<file path="src/rtl/dynamic_branch_predictor_pkg.sv">
// Shared definitions for the dynamic branch predictor: counter encodings,
// weak-state initialisation helpers and the PC-to-index slice.
package branch_predictor_pkg;

  // Named states of a 2-bit saturating counter (all-ones is strongest taken).
  typedef enum logic [1:0] {
    STRONG_NT = 2'd0,
    WEAK_NT   = 2'd1,
    WEAK_T    = 2'd2,
    STRONG_T  = 2'd3
  } counter2_e;

  // Weakly-taken value for a counter of the given width: 100..0.
  function automatic logic [31:0] weak_taken_init(input int unsigned bits);
    return 32'd1 << (bits - 1);
  endfunction

  // Weakly-not-taken value for a counter of the given width: 011..1.
  function automatic logic [31:0] weak_not_taken_init(input int unsigned bits);
    return weak_taken_init(bits) - 32'd1;
  endfunction

  // Table index from the PC: drops the two byte-offset bits, keeps 'bits' bits.
  function automatic logic [63:0] pc_index(input logic [63:0] pc, input int unsigned bits);
    return (pc >> 2) & ((64'd1 << bits) - 64'd1);
  endfunction

endpackage

</file>
<file path="src/rtl/dynamic_branch_predictor_saturating_counter_update.sv">
// Combinational next-counter value for one predictor entry on resolution.
module saturating_counter_update
  import branch_predictor_pkg::*;
#(
  parameter int unsigned COUNTER_BITS = 2
) (
  input  logic [COUNTER_BITS-1:0] counter,
  input  logic                    valid,
  input  logic                    taken,
  output logic [COUNTER_BITS-1:0] next_counter
);

  localparam logic [COUNTER_BITS-1:0] WEAK_T_INIT  = COUNTER_BITS'(weak_taken_init(COUNTER_BITS));
  localparam logic [COUNTER_BITS-1:0] WEAK_NT_INIT = COUNTER_BITS'(weak_not_taken_init(COUNTER_BITS));

  // Untrained entries start weak in the resolved direction; trained ones saturate.
  always_comb begin
    next_counter = counter;
    if (!valid) begin
      next_counter = taken ? WEAK_T_INIT : WEAK_NT_INIT;
    end else if (taken) begin
      if (counter != '1) next_counter = counter + COUNTER_BITS'(1);
    end else begin
      if (counter != '0) next_counter = counter - COUNTER_BITS'(1);
    end
  end

endmodule

</file>
<file path="src/rtl/dynamic_branch_predictor.sv">
// Dynamic branch predictor: table of saturating counters indexed by PC,
// trained on branch resolution, with static BTFN fallback for untrained entries.
// Optional global-history index hashing under macro BP_GSHARE_EN.
module dynamic_branch_predictor
  import branch_predictor_pkg::*;
#(
  parameter int unsigned XLEN         = 32,
  parameter int unsigned INDEX_BITS   = 6,
  parameter int unsigned COUNTER_BITS = 2
) (
  input  logic                  clk,
  input  logic                  reset,
  input  logic [XLEN-1:0]       pc,
  input  logic [XLEN-1:0]       pc_plus_four,
  input  logic [XLEN-1:0]       immediate,
  input  logic                  jump,
  input  logic                  branch,
  output logic [XLEN-1:0]       branch_target,
  output logic                  branch_taken,
  output logic [INDEX_BITS-1:0] predict_index,
  input  logic                  update_valid,
  input  logic [INDEX_BITS-1:0] update_index,
  input  logic                  update_taken
);

  localparam int unsigned ENTRIES = 1 << INDEX_BITS;

  logic [ENTRIES-1:0]      valid_q;
  logic [COUNTER_BITS-1:0] counters [ENTRIES];
  logic [COUNTER_BITS-1:0] next_counter;
  logic [INDEX_BITS-1:0]   pc_idx;

  assign pc_idx = INDEX_BITS'(pc_index(64'(pc), INDEX_BITS));

`ifdef BP_GSHARE_EN
  logic [INDEX_BITS-1:0] ghr;

  // Global history shifts in each accepted resolution.
  always_ff @(posedge clk) begin
    if (reset) ghr <= '0;
    else if (update_valid) ghr <= {ghr[INDEX_BITS-2:0], update_taken};
  end

  assign predict_index = pc_idx ^ ghr;
`else
  assign predict_index = pc_idx;
`endif

  assign branch_target = pc_plus_four + immediate;

  // Jump beats branch; untrained entries fall back to backward-taken.
  always_comb begin
    branch_taken = 1'b0;
    if (jump) begin
      branch_taken = 1'b1;
    end else if (branch) begin
      if (valid_q[predict_index]) branch_taken = counters[predict_index][COUNTER_BITS-1];
      else                        branch_taken = immediate[XLEN-1];
    end
  end

  saturating_counter_update #(
    .COUNTER_BITS(COUNTER_BITS)
  ) u_counter_update (
    .counter      (counters[update_index]),
    .valid        (valid_q[update_index]),
    .taken        (update_taken),
    .next_counter (next_counter)
  );

  // Valid bits clear on reset; reset overrides a concurrent update.
  always_ff @(posedge clk) begin
    if (reset) valid_q <= '0;
    else if (update_valid) valid_q[update_index] <= 1'b1;
  end

  // Counter storage has no reset; an entry is only read once its valid bit is set.
  always_ff @(posedge clk) begin
    if (!reset && update_valid) counters[update_index] <= next_counter;
  end

endmodule
</file>
<file path="config.mk">
export PLATFORM = sky130hd
export DESIGN_NAME = dynamic_branch_predictor
export DESIGN_NICKNAME = d
export VERILOG_FILES = /design/src/rtl/dynamic_branch_predictor_pkg.sv /design/src/rtl/dynamic_branch_predictor_saturating_counter_update.sv /design/src/rtl/dynamic_branch_predictor.sv
export SDC_FILE = /design/constraint.sdc
export NUM_CORES = 1
export LEC_CHECK = 0
export BUFFER_PORTS_ARGS = -buffer_cell sky130_fd_sc_hd__buf_4
export CAP_MARGIN = 30
export CELL_PAD_IN_SITES_DETAIL_PLACEMENT = 0
export CELL_PAD_IN_SITES_GLOBAL_PLACEMENT = 1
export CORE_ASPECT_RATIO = 1.1
export CORE_MARGIN = 8
export CORE_UTILIZATION = 47
export CTS_BUF_LIST = sky130_fd_sc_hd__clkbuf_8
export DETAILED_ROUTE_END_ITERATION = 7
export HOLD_SLACK_MARGIN = 0.1
export PLACE_DENSITY = 0.88
export SLEW_MARGIN = 10
export SYNTH_ARGS = -nofsm -noshare
export SYNTH_HDL_FRONTEND = slang
export SYNTH_SLANG_ARGS = --single-unit
</file>
<file path="constraint.sdc">
create_clock -name clk -period 5.3 [get_ports clk]
set_input_delay 0 -clock clk [delete_from_list [all_inputs] [get_ports clk]]
set_output_delay 0 -clock clk [all_outputs]
set_load 0.02 [all_outputs]
</file>
==> results of run 1 <==
## final cells by class
| class | instances | area (um2) |
|---|---|---|
| Clock buffer | 17 | 234 |
| Clock inverter | 15 | 146 |
| Fill cell | 1852 | 9610 |
| Inverter | 77 | 289 |
| Multi-Input combinational cell | 564 | 4420 |
| Sequential cell | 192 | 5120 |
| Tap cell | 290 | 363 |
| Timing Repair Buffer | 134 | 1030 |
## synthesized netlist by cell type, types with 21 or more instances
cell type  instances
edfxtp_1         128
ha_1              31
inv_1             77
o22ai_1           96
dfxtp_1           64
mux4_2            40
xnor2_1           21
clkbuf_1          48
nor2_1            88
a21oi_1           26
a22oi_1           42
nand2_1           27
## path summary, 6_finish.rpt
path                                    end  cells past startpoint
setup / recovery  counters[17][0]$_DFFE_PP_                      8
hold / removal     valid_q[51]$_SDFFE_PP0P_                      4
setup reg to reg  counters[17][0]$_DFFE_PP_                      8
hold reg to reg    valid_q[38]$_SDFFE_PP0P_                      2
## registers in the layout (all words and copies together) (netlist names)
register / count
counters: 128
valid_q: 64
## layer usage
metal | up-vias | global-route usage (%) | part of all wire [%] | routed length, um
met5 | - | 0 | 0 | 0
met4 | 0 | 7.14 | 2.3 | 650
met3 | 65 | 5.07 | 10 | 2920
met2 | 449 | 35.9 | 48 | 13900
met1 | 3897 | 26.2 | 39 | 11300
li1 | 3661 | - | - | -
## worst min-delay path, delay by kind of cell
family                 cells  cell delay (ps)
AO/OA/AOI/OAI              1              130
buffers and inverters      2              340
AND/OR/NAND/NOR            1               80
## cell families (layout without fill, tap and decap cells)
family,count (synthesis),after routing,share of synthesized area (%)
compound gates,261,261,17.7
fa+ha+maj,32,32,4.02
simple gates,201,201,10.1
xor+xnor,28,28,2.42
buf+inv,150,243,6.09
mux,42,42,9.10
flops,192,192,50.6
## metrics by stage
step,setup WS (ps),cells,hold slack (ps)
floorplan,1140,906,113
global placement,1710,1253,245
detailed placement,1700,1254,246
CTS,1800,1288,107
global route,1460,1289,120
finish,1760,1289,121
## report_power, final
part / total (mW) / leakage (nW) / switching, mW / internal (mW)
Clock: 0.942 / 0.190 / 0.556 / 0.387
Combinational: 0.674 / 2.13 / 0.403 / 0.271
Sequential: 1.65 / 1.67 / 0.00395 / 1.65
Total: 3.27 / 3.98 / 0.963 / 2.31
## what timing repair did
item / in CTS / in global routing
gates resized for setup: 0 / 0
endpoints found under the hold margin: 34 / 0
hold buffers: 2 / 0
==> qor.yml, run 1 <==
synth-edff-count: 128
h-tree-depth: 4
grt_max_degree: 66
grt_pass1_wl_um: 43700
max_stage_delay_ps: 700
core_area_um2: 21200
clk_latency_ps: 480
ant_nets: 0
start_util_pct: 47.7
ir_drop_mv: 0.254
drcViolationCount: 0
worst_pin_slew_ps: 1010
finish.utilization_pct: 54.7
synth.top_cell.area_share_pct: 37.9
cp-end-kind: "flop"
cp_cell_sequence: "and4_1 > nor4_1 > a31o_2 > o2111ai_1 > nor4b_1 > o21bai_1 > a21oi_4 > buf_12"
drive_above_1_share_pct: 21.4
final_cell_area_um2: 11600
crit_start: "counters[31][0]$_DFFE_PP_"
totalWireLength_um: 28800
cp_slowest_cell: "a21oi_4"
cp_top_family: "simple AND/OR/NAND/NOR gates"
maxSlewHeadroom_pct: 32.4
path_class: "flop to flop"
track_usage_pct: 21.2
cts_buffers: 17
via_per_inst: 6.26
setup-violations-final: 0
synthArstFlopShare_pct: 0
status: "finished clean"
die_area_um2: 26500
port_buffers: 120
syn-num-nets: 1046
io_pins: 147
clockRootBuffer: "clkbuf_8"
firstDrtPassIters: 5
dp_hpwl_um: 19200
fin_crit_sh_pct: 66.7
synth_seq_cells: 192
grt_pass1_vias: 7801
clock_path_buffers: 2
synth_area_leader_cell: "edfxtp_1"
cts_sinks: 192
hold_path_class: "input port to flop"
drv_slew: 0
yosys_warnings: 0
drv_cap: 0
power_mw: 3.27
crit_arrival_ps: 3850
synth-seq-area-share_pct: 50.6
hp-start: "update_index[4]"
synth.area.top_cells: "edfxtp_1, dfxtp_1, mux4_2, o22ai_1, ha_1"
num_vias: 8072
fin_nets: 1126
layout_min_cycle_time_ps: 3540
cts_tree: "built"
die_h_um: 170
cts_setup_buffers: 0
synthFlopType: "edfxtp_1"
synth_cells: 906
power_density_nw_per_um2: 281
layout_commonest_cell: "buf_4"
clk_pin_slew_worst_paths_ps: 110
rr_startpoint: "counters[31][0]$_DFFE_PP_"
yosysUniqueCellTypes: 68
antenna_found_initial: 0
area_growth_pct: 14.6
die_x_um: 156
p_leak_nw: 3.98
overflow: 0
setup_tns_ps: 0
cp.required_ps: 5620
syn_area_um2: 10100
placed_area_um2: 11200
layout_common_cells: "buf_4, edfxtp_1, o22ai_1, nor2_1, inv_1"
max_freq_ghz: 0.283
globalplace.congestion: 0.844
fin_worst_skew_ps: 18.9
path_buf_inv: 1
cp_max_fo: 33
rsz0062_at_grt: "no"
synth.avg_cell_area_um2: 11.2
diodes: 0
routedWlPerCell_um: 22.4
placementRows: 56
start_kind: "flop"
drt_iter0_drc: 908
rrSetupSlack_ps: 1760
final_hold_viol_count: 0
No activity file was read; power rests on OpenSTA's default activity.
==> run 2: changes to the inputs <==
ABC_AREA = 1   (was unset)
CORE_UTILIZATION = 40   (was 47)
PLACE_DENSITY = 0.86   (was 0.88)
clock period = 2.9 ns   (was 5.3 ns; I/O delays follow)
==> qor.yml, run 2 <==
syn_area_um2: 11600  # +14%
worstRegToRegCells: 14  # +6
netlist_top_cells_count: "nand2_1, inv_1, nor2_1"
h-tree-depth: 4  # unchanged
multi_input_area_um2: 5490  # +24%
firstDrtPassIters: 5  # unchanged
place_ws_ps: -66.0  # -1770 ps
setup_tns_ps: 0  # unchanged
routedWlPerCell_um: 17.9  # -20%
finish.utilization_pct: 46.6  # -8.1 points
track_usage_pct: 21.5  # +0.25 points
grt_max_degree: 66  # unchanged
yosys_warnings: 0  # unchanged
area_growth_pct: 15.1
hold_buffers: 1  # -1
drt_iter0_drc: 901  # -0.77%
placementRows: 65  # +16%
r2r_end: "counters[13][0]$_DFFE_PP_"
synth_area_leader_cell: "edfxtp_1"
die_x_um: 178  # +14%
fillerInstances: 2884  # +56%
cts.repair.resized: 0  # unchanged
fin_nets: 1843  # +64%
fin_worst_skew_ps: 10.7  # -8.24 ps
synthFlopType: "edfxtp_1"
crit_start: "update_index[4]"
cts_buffers: 17  # unchanged
regMostFlops: "counters"
crit_arrival_ps: 2670  # -1180 ps
ir_drop_mv: 0.277  # +8.8%
busiest_layer: "met2"
fin_crit_sh_pct: 80.9
totalWireLength_um: 37300  # +29%
die_h_um: 194  # +14%
clockRootBuffer: "clkbuf_8"
timing.final.ws_setup_ps: 553  # -1210 ps
io_pins: 147  # unchanged
layout_common_cells: "nand2_1, buf_4, inv_1, nor2_1, edfxtp_1"
via_per_inst: 5.29  # -15%
yosysMostFrequentCell: "nand2_1"
grt_pass1_wl_um: 58200  # +33%
rrSetupSlack_ps: 600  # -1160 ps
power_mw: 6.23  # +91%
finalNonFillerCells: 2084  # +62%
diodes: 0  # unchanged
path_class: "input port to flop"
cts_tree: "built"
cp_max_fo: 30  # -9.1%
synth_cells: 1606  # +77%
register_area_um2: 5120  # unchanged
drcViolationCount: 0  # unchanged
start_kind: "input port"
reg_top3: "counters (128), valid_q (64)"
maxSlewHeadroom_pct: 49.5  # +17 points
clk_latency_ps: 480  # about the same
start_util_pct: 40.5  # -7.2 points
synth-edff-count: 128  # unchanged
power_density_nw_per_um2: 468  # +66%
ant_nets: 0  # unchanged
yosysUniqueCellTypes: 34  # -50%
grt_pass1_vias: 10836  # +39%
status: "finished clean"
p_leak_nw: 5.84  # +47%
rsz0062_at_grt: "no"
synth.area.top_cells: "edfxtp_1, nand2_1, dfxtp_1, nand3_1, inv_1"
drive_above_1_share_pct: 11.9  # -9.5 points
overflow: 0  # unchanged
clock_path_buffers: 2  # unchanged
syn-num-nets: 1746  # +67%
cp-end-kind: "flop"
met3_usage_pct: 3.32  # -1.8 points
hold_path_class: "input port to flop"
synth-seq-area-share_pct: 44.3  # -6.2 points
final_hold_viol_count: 0  # unchanged
antenna_found_initial: 0  # unchanged
synth_seq_cells: 192  # unchanged
clk_pin_slew_worst_paths_ps: 100  # about the same
grt.met1_usage_pct: 26.3  # +0.051 points
worst_pin_slew_ps: 758  # -254 ps
core_area_um2: 28500  # +34%
synthArstFlopShare_pct: 0  # unchanged
die_area_um2: 34600  # +30%
cts_setup_buffers: 0  # unchanged
drv_cap: 0  # unchanged
critPathCapture: "counters[13][0]$_DFFE_PP_"
globalplace.congestion: 0.905  # +7.2%
cts_sinks: 192  # unchanged
setup-violations-final: 0  # unchanged
max_freq_ghz: 0.426
largest_reg_flops: 128  # unchanged
cp.required_ps: 3220  # -2400 ps
dp.cells: 2050  # +63%
layout_commonest_cell: "nand2_1"
drv_slew: 0  # unchanged
layout_min_cycle_time_ps: 2350
rr_startpoint: "counters[1][0]$_DFFE_PP_"
port_buffers: 120  # unchanged
num_vias: 11029  # +37%
synth.avg_cell_area_um2: 7.20  # -36%
synth.top_cell.area_share_pct: 33.2  # -4.7 points
grtUsageMet2_pct: 37.1  # +1.2 points
dp_hpwl_um: 26200  # +36%
[run 2: power breakdown]
group / internal, mW / total, mW / switching (mW) / leakage (nW)
clock network: 0.619 / 1.65 / 1.03 / 0.173
logic: 0.546 / 1.56 / 1.01 / 4.00
registers: 3.02 / 3.02 / 0.00474 / 1.67
[run 2: worst min-delay path by stage]
stage	end	cells after the start	startpoint
3_3_place_gp	predict_index[5]	2	pc[7]
5_1_grt	valid_q[16]$_SDFFE_PP0P_	2	reset
2_1_floorplan	predict_index[0]	1	pc[2]
6_report	valid_q[27]$_SDFFE_PP0P_	2	reset
3_5_place_dp	predict_index[5]	2	pc[7]
4_1_cts	valid_q[27]$_SDFFE_PP0P_	2	reset
[run 2: logic make-up (layout without fill, tap and decap cells)]
kind of cell / Yosys count / count (layout) / synth area share (%)
DFF: 192 / 192 / 44.3
AOI/OAI and AO/OA: 197 / 197 / 9.50
buffers and inverters: 225 / 335 / 8.43
xor gates and xnor gates: 29 / 29 / 2.20
and+or+nand+nor: 931 / 931 / 32.0
adders and majority gates: 32 / 32 / 3.53
[run 2: critical path: stages]
cell and delay, ps:
dlygate4sd3_1 540, buf_4 160, nor3_1 520, nand2_1 240, nand2_1 110, inv_1 40
nand2_1 80, nor2_1 70, nand2_1 60, inv_1 60, a21oi_4 520, buf_12 260
[run 2: metal layers]
layer	part of all wire (%)	wire (um)	vias up
li1	-	-	5423
met1	40	14900	5038
met5	0	0	-
met2	48	18100	479
met4	3.2	1190	0
met3	8.4	3140	89
[run 2: per-stage QoR]
step / cell area, um2 / hold WS [ps]
global placement: 12900 / 250
finish: 13300 / 131
CTS: 13300 / 127
global route: 13300 / 124
detailed placement: 12900 / 251
floorplan: 11600 / 113
[run 2: layout make-up]
| class | count | share of cell area, % |
|---|---|---|
| clock buffers | 17 | 1.76 |
| clock inverters | 15 | 0.959 |
| inverters | 138 | 3.89 |
| multi-input cells | 1189 | 41.2 |
| flip-flops and latches | 192 | 38.5 |
| well taps | 368 | 3.46 |
| repair buffers | 165 | 10.2 |
==> run 3: changes to the inputs <==
ABC_AREA = 0   (was 1)
CORE_UTILIZATION = 47   (was 40)
PLACE_DENSITY = 0.88   (was 0.86)
clock period = 2.4 ns   (was 2.9 ns; I/O delays follow)
==> qor.yml, run 3 (synthesis results as in run 1) <==
status: "finished, violations left"
violations: "setup timing"
drt_iter0_drc: 1046  # +16%
h-tree-depth: 4  # unchanged
track_usage_pct: 24.0  # +2.6 points
cp_max_fo: 2  # -93%
cp_cell_sequence: "mux4_2 > mux4_2 > mux4_2 > mux2_4 > a21o_1 > buf_6"
path_class: "flop to output pin"
largest_reg_flops: 128  # unchanged
die_h_um: 170  # -13%
grt_pass1_vias: 8944  # -17%
antenna_found_initial: 0  # unchanged
layout_common_cells: "buf_4, edfxtp_1, o22ai_1, nor2_1, inv_1"
rrSetupSlack_ps: -380  # -980 ps
port_buffers: 120  # unchanged
reg_top3: "counters (128), valid_q (64)"
crit_arrival_ps: 3090  # +420 ps
cts_buffers: 17  # unchanged
num_vias: 8993  # -18%
max_freq_ghz: 0.324
power_density_nw_per_um2: 582  # +24%
p_leak_nw: 4.96  # -15%
layout_min_cycle_time_ps: 3090
critPathMostFrequentCell: "mux4_2"
routedWlPerCell_um: 22.8  # +28%
diodes: 0  # unchanged
cts_tree: "built"
area_growth_pct: 33.3
via_per_inst: 6.21  # +17%
cts_sinks: 192  # unchanged
drive_above_1_share_pct: 35.4  # +23 points
io_pins: 147  # unchanged
rsz0062_at_grt: "yes"
die_x_um: 156  # -12%
max_stage_delay_ps: 540  # about the same
drcViolationCount: 0  # unchanged
final_hold_viol_count: 0  # unchanged
fin_nets: 1286  # -30%
place_ws_ps: -463  # -397 ps
setup-violations-final: 129  # +129
start_util_pct: 47.7  # +7.2 points
regMostFlops: "counters"
fin_worst_skew_ps: 20.0  # +9.33 ps
cp-end-kind: "output pin"
grt_pass1_wl_um: 49100  # -16%
dp_hpwl_um: 21900  # -17%
grt_max_degree: 65  # -1.5%
drv_slew: 0  # unchanged
cp_slowest_cell: "mux4_2"
clk_pin_slew_worst_paths_ps: 110  # about the same
totalWireLength_um: 33000  # -11%
timing.final.ws_setup_ps: -687  # -1240 ps
ir_drop_mv: 0.515  # +86%
cp.required_ps: 2400  # -820 ps
layout_commonest_cell: "buf_4"
fin_crit_sh_pct: 129
core_area_um2: 21200  # -26%
finalNonFillerCells: 1448  # -31%
die_area_um2: 26500  # -23%
globalplace.congestion: 0.884  # -2.3%
clock_path_buffers: 2  # unchanged
maxSlewHeadroom_pct: 47.4  # -2.1 points
placementRows: 56  # -14%
start_kind: "flop"
drv_cap: 0  # unchanged
firstDrtPassIters: 6  # +1
worst_pin_slew_ps: 787  # +29.1 ps
dp.cells: 1382  # -33%
ant_nets: 0  # unchanged
overflow: 0  # unchanged
clk_latency_ps: 500  # +20 ps
hold_path_class: "input port to flop"
clockRootBuffer: "clkbuf_8"
==> run 3: changes by cell type in the layout (fill, tap and decap cells not counted), moves of 40 or more <==
cell / delta
nand2_1: -623
nand3_1: -117
buf_4: +93
inv_1: -57
o21ai_0: -46
nor2_1: -43
a22oi_1: +42
mux4_2: +40
==> run 3: cell type report <==
| cell class | instances | area [um2] |
|---|---|---|
| flip-flops and latches | 192 | 5130 |
| multi-input cells | 564 | 4700 |
| inverters | 77 | 289 |
| repair buffers | 294 | 2660 |
| well taps | 290 | 363 |
| clock inverters | 14 | 144 |
| fillers | 1610 | 7720 |
| clock buffers | 17 | 234 |
==> run 3: metal layers <==
| metal | GRT usage [%] | wire (um) |
|---|---|---|
| met1 | 28.6 | 11700 |
| met2 | 40.3 | 16000 |
| met3 | 5.48 | 3580 |
| met4 | 12.2 | 1730 |
| met5 | 0 | 0 |
==> run 3: worst max-delay path: cells and delay by family, from the launching register on <==
| kind | cells | cell delay, ps |
|---|---|---|
| multiplexers | 4 | 1840 |
| flip-flops | 1 | 460 |
| buffers and inverters | 1 | 130 |
| AO/OA/AOI/OAI | 1 | 170 |
==> run 3: stage by stage <==
stage | instance area, um2 | utilization, % | total power [mW] | hold slack, ps | setup TNS (ps)
detailed placement | 12400 | 58.3 | 5.43 | 250 | -50090
global placement | 12400 | 58.3 | 5.41 | 245 | -39380
floorplan | 10300 | - | 4.68 | 113 | -14720
global route | 13500 | 63.6 | 8.12 | 133 | -43510
CTS | 13400 | 62.9 | 7.78 | 108 | -26210
finish | 13500 | 63.6 | 7.86 | 135 | -33240
==> run 3: report_power, final <==
| group | switching, mW | total (mW) | leakage [nW] | internal, mW |
|---|---|---|---|---|
| Clock | 1.28 | 2.04 | 0.188 | 0.767 |
| Combinational | 1.11 | 2.17 | 3.11 | 1.06 |
| Sequential | 0.00920 | 3.65 | 1.67 | 3.64 |
==> run 3: repair_timing <==
item | in CTS | in global routing
endpoints found under the setup margin | 136 | 138
cloned | 8 | 9
setup buffers | 19 | 4
pin swaps | 16 | 10
hold buffers | 5 | 0
hold endpoints to repair | 9 | 0
gates resized for setup | 47 | 21
==> run 3: worst paths after layout <==
kind / from / endpoint / cells past startpoint
setup / recovery: counters[12][1]$_DFFE_PP_ / branch_taken / 6
hold / removal: reset / valid_q[19]$_SDFFE_PP0P_ / 6
setup reg to reg: counters[33][1]$_DFFE_PP_ / counters[1][0]$_DFFE_PP_ / 12
hold reg to reg: valid_q[39]$_SDFFE_PP0P_ / valid_q[39]$_SDFFE_PP0P_ / 2
